## config.mk

```make
export PLATFORM = sky130hd
export DESIGN_NAME = led_frame_reader_flat
export DESIGN_NICKNAME = d
export VERILOG_FILES = /design/src/rtl/led_display_pkg.sv /design/src/rtl/led_frame_reader_if.sv /design/src/rtl/pixel_pair_fifo.sv /design/src/rtl/led_frame_reader.sv /design/src/flat_wrapper.sv
export SDC_FILE = /design/constraint.sdc
export NUM_CORES = 1
export LEC_CHECK = 0
export ABC_CLOCK_PERIOD_IN_PS = 2510
export CELL_PAD_IN_SITES_DETAIL_PLACEMENT = 0
export CELL_PAD_IN_SITES_GLOBAL_PLACEMENT = 1
export CORE_UTILIZATION = 35
export CTS_BUF_LIST = sky130_fd_sc_hd__clkbuf_4 sky130_fd_sc_hd__clkbuf_8 sky130_fd_sc_hd__clkbuf_16
export CTS_CLUSTER_DIAMETER = 50
export CTS_CLUSTER_SIZE = 40
export DETAILED_ROUTE_END_ITERATION = 6
export MAX_ROUTING_LAYER = met4
export PLACE_DENSITY = 0.79
export RECOVER_POWER = 100
export SLEW_MARGIN = 10
export SYNTH_ARGS = -nofsm -noshare
export SYNTH_HDL_FRONTEND = slang
export SYNTH_SLANG_ARGS = --single-unit
```

## constraint.sdc

```tcl
create_clock -name clk_in -period 2.51 [get_ports clk_in]
set_input_delay 0.502 -clock clk_in [delete_from_list [all_inputs] [get_ports clk_in]]
set_output_delay 0.502 -clock clk_in [all_outputs]
set_load 0.005 [all_outputs]
```

## src/rtl/led_display_pkg.sv

```systemverilog
// Shared types for the LED panel pixel path: RGB888 words, pixel pairs,
// read-return tags and the frame reader FSM states.
package led_display_pkg;

  localparam int ROW_W   = 15;
  localparam int PLANE_W = 3;

  typedef struct packed {
    logic [7:0] r;
    logic [7:0] g;
    logic [7:0] b;
  } rgb888_t;

  typedef struct packed {
    logic [2:0]         top;
    logic [2:0]         bot;
    logic [ROW_W-1:0]   row;
    logic [PLANE_W-1:0] plane;
    logic               last;
  } pix_pair_t;

  typedef struct packed {
    logic               valid;
    logic               is_bot;
    logic [ROW_W-1:0]   row;
    logic [PLANE_W-1:0] plane;
    logic               last;
  } rd_tag_t;

  typedef enum logic [1:0] {
    IDLE,
    RD_TOP,
    RD_BOT,
    DRAIN
  } rd_state_e;

  function automatic logic [2:0] plane_bits(
    rgb888_t    px,
    logic [2:0] bit_idx
  );
    return {px.r[bit_idx], px.g[bit_idx], px.b[bit_idx]};
  endfunction

endpackage

```

## src/rtl/led_frame_reader_if.sv

```systemverilog
// Pixel-pair valid/ready stream from the frame reader to the display driver.
// master: pair source (valid, top, bot, row, plane, last); slave: sink (ready).
interface led_frame_reader_if #(
  parameter int ROW_W   = 4,
  parameter int PLANE_W = 3
);

  logic               pix_valid;
  logic               pix_ready;
  logic [2:0]         pix_top;
  logic [2:0]         pix_bot;
  logic [ROW_W-1:0]   pix_row;
  logic [PLANE_W-1:0] pix_plane;
  logic               pix_last;

  modport master (
    output pix_valid, pix_top, pix_bot,
    output pix_row, pix_plane, pix_last,
    input  pix_ready
  );

  modport slave (
    input  pix_valid, pix_top, pix_bot,
    input  pix_row, pix_plane, pix_last,
    output pix_ready
  );

endinterface

```

## src/rtl/pixel_pair_fifo.sv

```systemverilog
// Two-entry synchronous FIFO of pix_pair_t. Ports: push/din, pop/dout,
// full/empty. dout reads as zero while empty.
module pixel_pair_fifo
  import led_display_pkg::*;
(
  input  logic      clk_in,
  input  logic      n_reset_in,
  input  logic      push,
  input  pix_pair_t din,
  input  logic      pop,
  output pix_pair_t dout,
  output logic      full,
  output logic      empty
);

  pix_pair_t  mem [2];
  logic       wr_ptr;
  logic       rd_ptr;
  logic [1:0] count;
  logic       do_push;
  logic       do_pop;

  assign full    = count == 2'd2;
  assign empty   = count == 2'd0;
  assign do_pop  = pop && !empty;
  assign do_push = push && (!full || do_pop);
  assign dout    = empty ? '0 : mem[rd_ptr];

  always_ff @(posedge clk_in or posedge n_reset_in) begin
    if (n_reset_in) begin
      mem[0] <= '0;
      mem[1] <= '0;
      wr_ptr <= 1'b0;
      rd_ptr <= 1'b0;
      count  <= 2'd0;
    end else begin
      if (do_push) begin
        mem[wr_ptr] <= din;
        wr_ptr      <= !wr_ptr;
      end
      if (do_pop)
        rd_ptr <= !rd_ptr;
      count <= count + 2'(do_push) - 2'(do_pop);
    end
  end

endmodule

```

## src/rtl/led_frame_reader.sv

```systemverilog
// Walks frame RAM in panel scan order and streams one bit plane of each
// top/bottom pixel pair. Ports: clk_in, n_reset_in (async, active high),
// enable_in, RAM read port (ram_en/addr/data), pix stream, frame_done_out.
module led_frame_reader
  import led_display_pkg::*;
#(
  parameter int NUM_ROWS    = 32,
  parameter int NUM_COLS    = 64,
  parameter int BIT_DEPTH   = 8,
  parameter int RAM_LATENCY = 1
) (
  input  logic               clk_in,
  input  logic               n_reset_in,
  input  logic               enable_in,
  output logic               ram_en_out,
  output logic [15:0]        ram_addr_out,
  input  logic [23:0]        ram_data_in,
  led_frame_reader_if.master pix,
  output logic               frame_done_out
);

  localparam int HALF = NUM_ROWS / 2;
  localparam int RW   = HALF > 1 ? $clog2(HALF) : 1;
  localparam int PW   = BIT_DEPTH > 1 ? $clog2(BIT_DEPTH) : 1;
  localparam int CW   = NUM_COLS > 1 ? $clog2(NUM_COLS) : 1;
  localparam int LAT  = RAM_LATENCY;

  localparam logic [RW-1:0] ROW_MAX   = RW'(HALF - 1);
  localparam logic [PW-1:0] PLANE_MAX = PW'(BIT_DEPTH - 1);
  localparam logic [CW-1:0] COL_MAX   = CW'(NUM_COLS - 1);

  if (NUM_ROWS * NUM_COLS > 65536 || NUM_ROWS % 2 != 0 ||
      LAT < 1 || LAT > 2 || BIT_DEPTH < 1 || BIT_DEPTH > 8)
  begin : g_bad_cfg
    $error("led_frame_reader: illegal parameter set");
  end

  rd_state_e   state_q, state_d;
  logic [RW-1:0] row_q;
  logic [PW-1:0] plane_q;
  logic [CW-1:0] col_q;
  logic [1:0]  inflight_q;
  logic [2:0]  top_q;
  rd_tag_t     tag_q [LAT];
  rd_tag_t     new_tag;
  rd_tag_t     ret;
  logic        top_issue, bot_issue;
  logic        frame_end, credit_ok;
  logic        pair_push;
  logic [1:0]  occ;
  logic [2:0]  bit_idx;
  logic [2:0]  ret_bits;
  logic [15:0] row_sel;
  pix_pair_t   push_pair;
  pix_pair_t   head;
  logic        fifo_full, fifo_empty;
  logic        unused_bits;

  assign frame_end = row_q == ROW_MAX &&
                     plane_q == PLANE_MAX &&
                     col_q == COL_MAX;

  // Pairs are only requested while the FIFO can absorb every outstanding one.
  assign occ       = fifo_full ? 2'd2 : (fifo_empty ? 2'd0 : 2'd1);
  assign credit_ok = (3'(occ) + 3'(inflight_q)) < 3'd2;

  always_comb begin
    state_d        = state_q;
    ram_en_out     = 1'b0;
    top_issue      = 1'b0;
    bot_issue      = 1'b0;
    frame_done_out = 1'b0;
    unique case (state_q)
      IDLE: begin
        if (enable_in)
          state_d = RD_TOP;
      end
      RD_TOP: begin
        if (credit_ok) begin
          ram_en_out = 1'b1;
          top_issue  = 1'b1;
          state_d    = RD_BOT;
        end
      end
      RD_BOT: begin
        ram_en_out = 1'b1;
        bot_issue  = 1'b1;
        state_d    = frame_end ? DRAIN : RD_TOP;
      end
      DRAIN: begin
        if (fifo_empty && inflight_q == 2'd0) begin
          frame_done_out = 1'b1;
          state_d        = enable_in ? RD_TOP : IDLE;
        end
      end
      default: state_d = IDLE;
    endcase
  end

  assign row_sel = 16'(row_q) +
                   (state_q == RD_BOT ? 16'(HALF) : 16'd0);
  assign ram_addr_out = 16'(row_sel * 16'(NUM_COLS)) + 16'(col_q);

  always_comb begin
    new_tag        = '0;
    new_tag.valid  = ram_en_out;
    new_tag.is_bot = bot_issue;
    new_tag.row    = ROW_W'(row_q);
    new_tag.plane  = PLANE_W'(plane_q);
    new_tag.last   = col_q == COL_MAX;
  end

  always_ff @(posedge clk_in or posedge n_reset_in) begin
    if (n_reset_in) begin
      for (int i = 0; i < LAT; i++)
        tag_q[i] <= '0;
    end else begin
      tag_q[0] <= new_tag;
      for (int i = 1; i < LAT; i++)
        tag_q[i] <= tag_q[i-1];
    end
  end

  assign ret       = tag_q[LAT-1];
  assign bit_idx   = 3'(8 - BIT_DEPTH) + 3'(ret.plane);
  assign ret_bits  = plane_bits(rgb888_t'(ram_data_in), bit_idx);
  assign pair_push = ret.valid && ret.is_bot;

  always_comb begin
    push_pair       = '0;
    push_pair.top   = top_q;
    push_pair.bot   = ret_bits;
    push_pair.row   = ret.row;
    push_pair.plane = ret.plane;
    push_pair.last  = ret.last;
  end

  always_ff @(posedge clk_in or posedge n_reset_in) begin
    if (n_reset_in) begin
      state_q    <= IDLE;
      row_q      <= '0;
      plane_q    <= '0;
      col_q      <= '0;
      inflight_q <= 2'd0;
      top_q      <= 3'd0;
    end else begin
      state_q <= state_d;
      if (bot_issue) begin
        if (frame_end) begin
          row_q   <= '0;
          plane_q <= '0;
          col_q   <= '0;
        end else if (col_q == COL_MAX) begin
          col_q <= '0;
          if (plane_q == PLANE_MAX) begin
            plane_q <= '0;
            row_q   <= row_q + RW'(1);
          end else begin
            plane_q <= plane_q + PW'(1);
          end
        end else begin
          col_q <= col_q + CW'(1);
        end
      end
      inflight_q <= inflight_q + 2'(top_issue) - 2'(pair_push);
      if (ret.valid && !ret.is_bot)
        top_q <= ret_bits;
    end
  end

  pixel_pair_fifo u_fifo (
    .clk_in     (clk_in),
    .n_reset_in (n_reset_in),
    .push       (pair_push),
    .din        (push_pair),
    .pop        (pix.pix_valid && pix.pix_ready),
    .dout       (head),
    .full       (fifo_full),
    .empty      (fifo_empty)
  );

  assign pix.pix_valid = !fifo_empty;
  assign pix.pix_top   = head.top;
  assign pix.pix_bot   = head.bot;
  assign pix.pix_row   = head.row[RW-1:0];
  assign pix.pix_plane = head.plane[PW-1:0];
  assign pix.pix_last  = head.last;
  assign unused_bits   = ^{head.row, head.plane};

endmodule

```

## src/flat_wrapper.sv

```systemverilog
// flat-port wrapper written by rule: the top's interface ports become plain ports
module led_frame_reader_flat import led_display_pkg::*;
#(
  parameter int NUM_ROWS    = 32,
  parameter int NUM_COLS    = 64,
  parameter int BIT_DEPTH   = 8,
  parameter int RAM_LATENCY = 1
)
  (clk_in, n_reset_in, enable_in, ram_en_out, ram_addr_out, ram_data_in, frame_done_out, pix_pix_valid, pix_pix_top, pix_pix_bot, pix_pix_row, pix_pix_plane, pix_pix_last, pix_pix_ready);
  led_frame_reader_if #(.ROW_W(4), .PLANE_W(3)) pix_i ();
  input  logic clk_in;
  input  logic n_reset_in;
  input  logic enable_in;
  output logic ram_en_out;
  output logic [15:0] ram_addr_out;
  input  logic [23:0] ram_data_in;
  output logic frame_done_out;
  output wire logic [$bits(pix_i.pix_valid)-1:0] pix_pix_valid;
  output wire logic [$bits(pix_i.pix_top)-1:0] pix_pix_top;
  output wire logic [$bits(pix_i.pix_bot)-1:0] pix_pix_bot;
  output wire logic [$bits(pix_i.pix_row)-1:0] pix_pix_row;
  output wire logic [$bits(pix_i.pix_plane)-1:0] pix_pix_plane;
  output wire logic [$bits(pix_i.pix_last)-1:0] pix_pix_last;
  input wire logic [$bits(pix_i.pix_ready)-1:0] pix_pix_ready;
  assign pix_pix_valid = pix_i.pix_valid;
  assign pix_pix_top = pix_i.pix_top;
  assign pix_pix_bot = pix_i.pix_bot;
  assign pix_pix_row = pix_i.pix_row;
  assign pix_pix_plane = pix_i.pix_plane;
  assign pix_pix_last = pix_i.pix_last;
  assign pix_i.pix_ready = pix_pix_ready;
  led_frame_reader #(.NUM_ROWS(NUM_ROWS), .NUM_COLS(NUM_COLS), .BIT_DEPTH(BIT_DEPTH), .RAM_LATENCY(RAM_LATENCY)) u_core (.clk_in(clk_in), .n_reset_in(n_reset_in), .enable_in(enable_in), .ram_en_out(ram_en_out), .ram_addr_out(ram_addr_out), .ram_data_in(ram_data_in), .pix(pix_i), .frame_done_out(frame_done_out));
endmodule
```

## Word level (Yosys, flattened, before mapping)

Cells that the tools add are included.

| word-level totals | value |
|---|---|
| register bits after elaboration | 84 |
| logic and storage cells | 110 |
| bits of input ports | 28 |
| output and inout bits | 33 |

| cells by class | value |
|---|---|
| reduce and logical (&&, ||, !) cells | 23 |
| bitwise operators | 2 |
| magnitude comparators | 5 |
| muxes and demuxes | 36 |
| equality and inequality tests | 10 |
| add/subtract/negate cells | 10 |

Operators by type and width:

| cell | count |
|---|---|
| $mux 25 | 5 |
| $bwmux 50 | 1 |
| $demux 25 s1 | 1 |
| $add 16x6->16 | 1 |
| $mux 4 | 3 |
| $mux 6 | 2 |
| $add 4x10->10 | 1 |
| $mux 1 | 10 |
| $mux 2 | 5 |
| $bmux 1 s3 | 3 |
| $logic_and 1x1->1 | 9 |
| $mux 3 | 3 |
| $pmux 2 s4 | 1 |
| $add 6x1->6 const B | 1 |
| $eq 2x2->1 const B | 3 |
| $eq 6x6->1 const B | 1 |
| $logic_not 2->1 | 3 |
| $reduce_and 3->1 | 2 |
| $logic_not 1->1 | 5 |
| $mux 5 | 1 |
| $add 2x1->2 | 2 |
| $add 4x1->4 const B | 1 |
| $eq 4x4->1 const B | 1 |
| $ge 2x2->1 const B | 2 |
| 15 further kinds | 19 |

## Depth between registers and ports, before layout

| depth | value |
|---|---|
| depth in word-level cells | 9 |
| mapped depth | 7 |
| depth with buffers taken out | 6 |

## Modules after synthesis

A second synthesis with hierarchy kept.

| unflattened totals | value |
|---|---|
| cell total of the unflattened synthesis | 338 |
| area, all modules | 4,239.1 µm² |

By module, submodules not included:

| module | area an instance (µm²) | sequential area each (µm²) | cells each | times used |
|---|---|---|---|---|
| pixel_pair_fifo | 2,507.4 | 1,351.3 | 179 | 1 |
| led_frame_reader | 1,731.7 | 750.7 | 159 | 1 |

## Worst setup path before layout

OpenSTA, ideal clock, no wires.

| timing | value |
|---|---|
| path type | register to output |
| start | register u_core.u_fifo.count[0] |
| end | output port ram_en_out |
| path slack | 0.493 ns |
| path buffers | 0 |
| stages on the path, launching flop included | 5 |
| arrival time | 1.515 ns |
| data required time | 2.008 ns |
| path through | dfrtp_1 nand2b_1 fa_1 and3_1 o21a_1 |

| between the ends | value |
|---|---|
| word-level cells in the longest chain between the ends | 7 |
| elaborated cells on any way between the ends | 8 |
| those cells by class | add/sub (1); order compare (1); eq/ne (1); mux (4); reduce/logical (1) |

Ends and longest elaborated chain:

| item | line | RTL |
|---|---|---|
| start, declared | pixel_pair_fifo.sv:19 | `logic [1:0] count;` |
| start signal, assigned | pixel_pair_fifo.sv:43 | `count <= count + 2'(do_push) - 2'(do_pop);` |
| $logic_not 2->1 | pixel_pair_fifo.sv:24 | `assign empty = count == 2'd0;` |
| $mux 1 | led_frame_reader.sv:64 | `assign occ = fifo_full ? 2'd2 : (fifo_empty ? 2'd0 : 2'd1);` |
| $mux 2 * | led_frame_reader.sv:64 |  |
| $add 2x2->3 * | led_frame_reader.sv:65 | `assign credit_ok = (3'(occ) + 3'(inflight_q)) < 3'd2;` |
| $lt 3x2->1 * | led_frame_reader.sv:65 |  |
| $mux 1 * | led_frame_reader.sv:79 | `if (credit_ok) begin` |
| $pmux 1 s2 * | led_frame_reader.sv:73 | `unique case (state_q)` |
| end, declared | flat_wrapper.sv:14 | `output logic ram_en_out;` |

Mark *: on every way between the ends. The rest lies on a longest branch, timed or not.

## Worst setup path after layout

Ends and elaborated chain as after synthesis.

==> impl_metrics.toml <==
[clock_tree]
path_clk_slew_ns = 0.07
h-tree-depth = 3
numCtsBuffers = 9
cts_root_buf = "clkbuf_8"
clock-sinks = 62
cts_tree = "done"
insertion_delay_ns = 0.33
cts_buffer_depth = 2

[detailed_routing]
first_pass_iters = 4
drt_wl_total_um = 5870
vias = 2098
drt-vias-per-instance = 4.80
drc = 0
postRouteAntennaNets = 0
drt_iter0_drc = 54
wire_per_inst_um = 13.4

[cells_and_area]
diodes = 0
area_growth_pct = 30.7
drive_gt1_share_pct = 18.1
final_core_util_pct = 47.9
nets = 368
instances_no_fill = 437
fillCellCount = 773

[global_route]
grt_pass1_wl_um = 9910
antenna_found_initial = 0
busiest_layer = "met2"
grt_max_degree = 26
grt_pass1_vias = 2096
met2_usage_pct = 24.6
met1_usage_pct = 17.4
grt_usage_pct = 14.9
met3_usage_pct = 3.67
grt_overflow = 0

[timing]
hold_viol = 0
finalCriticalPeriod_ns = 2.44
tns_ns = 0
setup_viol = 0
worst_pin_slew_ns = 1.09
maxSlewViolCount = 0
relSlewSlack_pct = 27.7
fmax_ghz = 0.410
period_share_pct = 97.2
clock_skew_ns = 0.00510
whs_ns = 0.414

[synth]
synthMuxAreaShare_pct = 21.0
yosysMostFrequentCell = "dfrtp_1"
ys_ff_latch = 62
syn_area_mm2 = 0.00306
async_reset_ff_share_pct = 100
synth_top_family_by_area = "multiplexers"
ys_top_cells_by_area = "dfrtp_1 (51%), mux2_2 (9.9%), mux2i_1 (8.8%)"
avgSynthCellArea_um2 = 11.6
yosysWarnings = 0
netlist.area_leader.share_pct = 50.8
synth-main-ff-cell = "dfrtp_1"
yosysTopAreaCell = "dfrtp_1"
synth_commonest_cells = "dfrtp_1 (62), mux2_2 (27), mux2i_1 (27)"
syn_inst = 263
synthSimpleGateAreaFrac_pct = 8.68
synth-compound-area-share_pct = 6.02
synth-seq-area-share_pct = 50.8
synth_fa_ha_area_share_pct = 5.57
synth-edff-count = 0
yosysUniqueCellTypes = 37
synth_xor_xnor_area_share_pct = 2.58

[setup_path]
cpMaxStageDelayCell = "fa_1"
critPathMaxStageDelay_ns = 0.54
startpoint_type = "flop"
path_cells = "nand2b_4 -> fa_1 -> and3_4 -> o21a_1 -> clkdlybuf4s15_1"
critPathKind = "flop to primary output"
worstPathArrival_ns = 1.94
cp-end-kind = "primary output"
worstPathRequired_ns = 2.01
cp_top_family = "adder cells"
cp_max_fo = 2
crit_buf_inv = 1

[placed_design]
gp_congestion = 0.766
placed_cells = 418
hpwlAfterDp_um = 4110
numPortBuffers = 55

[floorplanning]
dieHeight_um = 95.5
dieWidth_um = 95.5
die_area_mm2 = 0.00911
initial_core_util_pct = 36.6
rows = 33
coreArea_mm2 = 0.00834
io_pins = 61

[job]
drv_cap = 0

[min_path]
hp-class = "flop to flop"

[pwr]
ir_worst_vdd_mv = 0.590
power_density_mw_per_mm2 = 979
p_leak_nw = 1.85
total_power_mw = 3.91

[outcome]
status = "finished, final reports clean"
[through the flow]
step	instance area, µm²	setup WS, ns
after floorplan	3070	0.467
after global placement	3720	0.116
after detailed placement	3720	0.0602
after CTS	4000	0.00540
after global routing	3990	-0.0100
final	3990	0.0702
[registers in the layout, indices dropped and copies added, names as in the netlist]
| register | count |
|---|---|
| u_core.u_fifo.mem | 28 |
| u_core.push_pair | 8 |
| u_core.col_q | 6 |
| u_core.row_q | 4 |
| u_core.plane_q | 3 |
| u_core.top_q | 3 |
| u_core.inflight_q | 2 |
| u_core.ret | 2 |
| u_core.state_q | 2 |
| u_core.u_fifo.count | 2 |
| u_core.u_fifo.rd_ptr | 1 |
| u_core.u_fifo.wr_ptr | 1 |
[what timing repair did]
| item | in CTS | in global routing |
|---|---|---|
| buffers inserted | 1 | 2 |
| hold buffers | 0 | 0 |
| pin swaps | 2 | 1 |
| gates resized for setup | 6 | 1 |
| cloned | 0 | 0 |
| setup endpoints to repair | 2 | 1 |
[cells in the final DEF, fill, tap and decap left out, drive strengths merged, types with 2 or more instances in the layout]
cell type / count
nand2b: 2
nand3: 3
a21boi: 2
o211ai: 2
or3: 2
inv: 12
xnor2: 7
dfrtp: 62
mux4: 3
bufinv: 3
buf: 9
clkdlybuf4s50: 52
a21oi: 3
xor2: 2
clkinv: 2
mux2i: 27
nand2: 22
conb: 5
nand4: 2
and2: 2
o21ai: 15
mux2: 27
clkinvlp: 2
ha: 12
nor2: 24
clkbuf: 12
[worst paths after layout]
kind	startpoint	endpoint	slack, ns	depth (start not counted)
worst max-delay path	u_core.u_fifo.count[0]	ram_en_out	0.07	5
worst min-delay path	u_core.plane_q[1]	u_core.push_pair[2]	0.41	0
worst max register to register	u_core.state_q[0]	u_core.plane_q[0]	0.36	5
worst min register to register	u_core.plane_q[1]	u_core.push_pair[2]	0.41	0
max in group asynchronous	n_reset_in	u_core.u_fifo.rd_ptr	0.34	3
min in group asynchronous	n_reset_in	u_core.col_q[0]	0.66	2
[routing by layer]
layer	wire length, µm	vias to the layer above
met2	3000	31
met3	190	8
li1	-	1027
met4	79	0
met5	0	-
met1	2590	1032
[kinds of logic (layout without fill, tap and decap cells)]
group	after synthesis	in the layout
simple gates	61	61
flops	62	62
fa+ha+maj	13	13
xor+xnor	9	9
buf+inv	31	96
other cells	1	5
compound gates	29	29
mux	57	57
[area by class of cell]
cell class	count	area (µm²)	area share [%]
Clock buffer	9	124	3.10
Clock inverter	7	123	3.07
Inverter	12	45.0	1.13
Multi-Input combinational cell	174	1380	34.4
Sequential cell	62	1550	38.8
Tap cell	105	131	3.29
Timing Repair Buffer	68	644	16.1
[where the power goes]
part	switching, mW	internal [mW]
Sequential	0.178	1.24
Clock	0.388	0.662
Combinational	0.636	0.804
Total	1.20	2.70
Note: power is estimated with default switching activity, not from simulation.
